## config.mk

```make
export PLATFORM = sky130hd
export DESIGN_NAME = complex_stream_unpacker
export DESIGN_NICKNAME = d
export VERILOG_FILES = /design/src/rtl/complex_stream_unpacker.sv
export SDC_FILE = /design/constraint.sdc
export NUM_CORES = 1
export LEC_CHECK = 0
export ABC_AREA = 1
export CAP_MARGIN = 10
export CORE_AREA = 4 4 90 92
export DETAILED_ROUTE_END_ITERATION = 7
export DIE_AREA = 0 0 94 96
export PLACE_DENSITY = 0.62
export SLEW_MARGIN = 10
export SYNTH_ARGS = -nofsm -noshare
export SYNTH_HDL_FRONTEND = slang
export SYNTH_SLANG_ARGS = --single-unit
```

## constraint.sdc

```tcl
create_clock -name clk -period 1.3 [get_ports clk]
set_input_delay 0.26 -clock clk [delete_from_list [all_inputs] [get_ports clk]]
set_output_delay 0.26 -clock clk [all_outputs]
set_load 0.05 [all_outputs]
```

## src/rtl/complex_stream_unpacker.sv

```systemverilog
// rtl/complex_stream_unpacker.sv - rebuilds packed complex amplitudes from a byte link into state-vector RAM writes
module complex_stream_unpacker #(
  parameter int NUM_QUBITS = 3,
  parameter int ADDR_W     = NUM_QUBITS
) (
  input  logic              clk,
  input  logic              rst_n,
  input  logic              start,
  input  logic              abort,
  input  logic [7:0]        byte_in,
  input  logic              byte_valid,
  output logic              byte_ready,
  output logic              wr_en,
  output logic [ADDR_W-1:0] wr_addr,
  output logic [31:0]       wr_data,
  output logic              busy,
  output logic              done
);

  localparam int DEPTH = 2 ** NUM_QUBITS;
  localparam logic [ADDR_W-1:0] LAST_AMP = ADDR_W'(DEPTH - 1);

  typedef enum logic [1:0] {
    S_IDLE,
    S_LOAD,
    S_FINISH
  } state_t;

  state_t            r_state;
  logic [1:0]        r_byte_cnt;
  logic [ADDR_W-1:0] r_amp_cnt;
  logic [23:0]       r_shift;

  logic w_accept;
  assign w_accept = byte_valid && byte_ready;

  always_ff @(posedge clk or negedge rst_n) begin
    if (!rst_n) begin
      r_state    <= S_IDLE;
      r_byte_cnt <= '0;
      r_amp_cnt  <= '0;
      r_shift    <= '0;
      byte_ready <= 1'b0;
      wr_en      <= 1'b0;
      wr_addr    <= '0;
      wr_data    <= '0;
      busy       <= 1'b0;
      done       <= 1'b0;
    end else begin
      wr_en <= 1'b0;
      done  <= 1'b0;
      case (r_state)
        S_IDLE: begin
          if (start) begin
            r_state    <= S_LOAD;
            r_byte_cnt <= '0;
            r_amp_cnt  <= '0;
            byte_ready <= 1'b1;
            busy       <= 1'b1;
          end
        end
        S_LOAD: begin
          // abort takes priority and drops any byte offered in the same cycle
          if (abort) begin
            r_state    <= S_IDLE;
            byte_ready <= 1'b0;
            busy       <= 1'b0;
          end else if (w_accept) begin
            r_byte_cnt <= r_byte_cnt + 2'd1;
            r_shift    <= {r_shift[15:0], byte_in};
            if (r_byte_cnt == 2'd3) begin
              wr_en     <= 1'b1;
              wr_addr   <= r_amp_cnt;
              wr_data   <= {r_shift, byte_in};
              r_amp_cnt <= r_amp_cnt + 1'b1;
              if (r_amp_cnt == LAST_AMP) begin
                r_state    <= S_FINISH;
                byte_ready <= 1'b0;
                busy       <= 1'b0;
              end
            end
          end
        end
        S_FINISH: begin
          done    <= 1'b1;
          r_state <= S_IDLE;
        end
        default: r_state <= S_IDLE;
      endcase
    end
  end

endmodule

```

==> metrics <==
nets=384; register area=1730 sq um; vias in the first global route=2137; run status=finished, final reports clean; register bit total from synthesis=69; buffers and inverters on the worst path=3; Clock Path Buffers=2; Port Buf Inserts=51; startpoint type of the worst setup path=register; Clock Latency Late Sink=340 ps; pre-CTS setup slack=-262 ps; Peak VDD IR=0.777 mV; number of max-cap violations=0; Area growth syn-to-layout=54.3%; Residual DRC=0; Critical Path Sink Type=register; clock-pin transition on the worst setup and hold timing paths=80 ps; Overall Global Routing Usage=13.5%; Gate Count Post-Synth=292; prevailing post-synth register cell=dfrtp_1; vias per cell=4.49; initial antenna violation count=0; Post-Syn Area=2850 sq um; DR pass1 iterations=4; layout cell share with drive strength beyond 1=39.2%; cts bufs inserted=9; Worst Path Max Fanout=13; fin crit share=100%; Die ar.=9020 sq um; Slew headroom=79.2%; pin count of the biggest net entering global routing=39; RSZ-0062 raised after global routing=true; CTS root buf=clkbuf_8; Rows=31; I/O pin count=52; Mapped Nets=308; floorplan core area=7210 sq um; drt wl/cell=12.5 um; hpwl dp=3950 um; final worst path period need=1300 ps; slowest CP cell=dfrtp_1; H-tree level count=3; YS warnings=0; Hold Crit Class=input pin to asynchronous set/reset pin; final worst slack=0.341 ps; ANT cells=0; Starting DRT DRC Count=66; CP Cell Sequence=inv_2, nand2_4, nor2_4, nand2_4, inv_4, nand2_8, buf_12, nand2_1, nand2_1; Setup TNS=0 ps; Avg Cell Area, Syn=9.75 sq um; Unique masters post-synth=19; CTS tree=built; Die W=94 um; Arrival @ worst endpoint=1530 ps; commonest non-fill, non-tap cell in the layout=nand2_1; P_leak=2.12 nW; grt ovf=0; worst setup path class=register to register; Fmax=769 MHz; Clock Sinks=69; Critical Path RT=1530 ps; sequential area share after synthesis=60.7%; Hold Slack=346 ps; area of placed instances=3960 sq um; Post-synth EDFFs=0; Pins Over Slew Limit=0; Final Setup Violations=0; Crit path largest cell delay=390 ps; first-pass GRT wire length=9500 um; pwr dens=1400 nW/um^2; via count=2116; Final Instance Area=4390 sq um; Worst path top cell family by delay=simple AND/OR/NAND/NOR gates; die height=96 um; Post-DRT Antenna Nets=0; routed wire length=5890 um; asr flop ratio synth=100%; combined area of the multi-input logic cells=1020 sq um; Hold Vio Cnt, Final=0; Worst Max-Slew Pin Slew=312 ps; initial core utilization=39.5%; filler instances=603; Placer Congestion=0.735; clock skew=11.5 ps; most frequent cells in the layout=nand2_1, dfrtp_1, buf_12
[cell families after synthesis]
group / after synthesis / share of synthesized area [%]
adders and majority gates: 3 / 1.32
DFF: 69 / 60.7
AOI/OAI and AO/OA: 55 / 13.0
buffers and inverters: 47 / 8.31
and+or+nand+nor: 118 / 16.7
[cell usage after synthesis, types with 2 or more instances]
library cell | instances | area [sq um]
dfrtp_1 | 69 | 1730
ha_1 | 3 | 37.5
buf_6 | 7 | 78.8
nor2_1 | 3 | 11.3
inv_1 | 31 | 116
nand2_1 | 105 | 394
o21ai_0 | 29 | 145
inv_2 | 2 | 7.51
clkbuf_1 | 4 | 15.0
o21ai_2 | 25 | 219
nand3_1 | 5 | 25.0
nand2_4 | 2 | 22.5
[registers in the layout, summed over array words and instances (netlist names)]
name and count:
wr_data 32, r_shift 24, r_amp_cnt 3, wr_addr 3, r_byte_cnt 2, r_state 2
busy 1, done 1, wr_en 1
[layer usage]
metal / vias up / track usage [%] / share of wire [%]
met5: - / 0 / 0
met4: 0 / 6.38 / 1.2
met3: 7 / 4.93 / 6.4
met2: 52 / 21.8 / 47
met1: 983 / 16.2 / 45
li1: 1074 / - / -
[layout make-up]
cell class / count / share of cell area [%]
clock buffer: 9 / 2.82
clock inverter: 6 / 0.940
inverter: 34 / 3.02
multi-input combinational: 176 / 23.1
sequential: 69 / 39.3
tap: 99 / 2.82
timing repair buffer: 78 / 27.9
[repair_timing]
item | 4_1_cts | 5_1_grt
gates resized for setup | 2 | 52
pin swaps | 0 | 2
cloned | 0 | 3
setup buffers | 1 | 5
endpoints found under the hold margin | 20 | 0
hold buffers | 1 | 0
endpoints found under the setup margin | 3 | 64
[worst paths after layout]
kind / slack, ps / cells after the start / to / from
max: 0.3 / 9 / wr_data[31] / r_state[1]
min: 350 / 2 / wr_data[7] / rst_n
max reg2reg: 0.3 / 9 / wr_data[31] / r_state[1]
min reg2reg: 470 / 2 / wr_data[28] / r_shift[20]
max in group asynchronous: 460 / 3 / r_shift[20] / rst_n
min in group clk: 470 / 2 / wr_data[28] / r_shift[20]
[per-stage QoR]
step                cells  util, %  power [W]
finish                471     60.9    0.00615
global placement      446     54.8    0.00429
detailed placement    446     54.8    0.00436
CTS                   463     57.5    0.00588
global route          471     60.9    0.00655
floorplan             292        -    0.00364
[report_power, final]
part | total (W) | switching (W) | internal [W]
Combinational | 0.00198 | 0.00108 | 0.000894
Sequential | 0.00270 | 0.000216 | 0.00248
Clock | 0.00148 | 0.000801 | 0.000676
[worst reg2reg max path: cells and delay by family (launching register included)]
kind / cells / cell delay, ps
and+or+nand+nor: 6 / 470
DFF: 1 / 390
buffers and inverters: 3 / 320
Power figures use the tool's default switching activity.
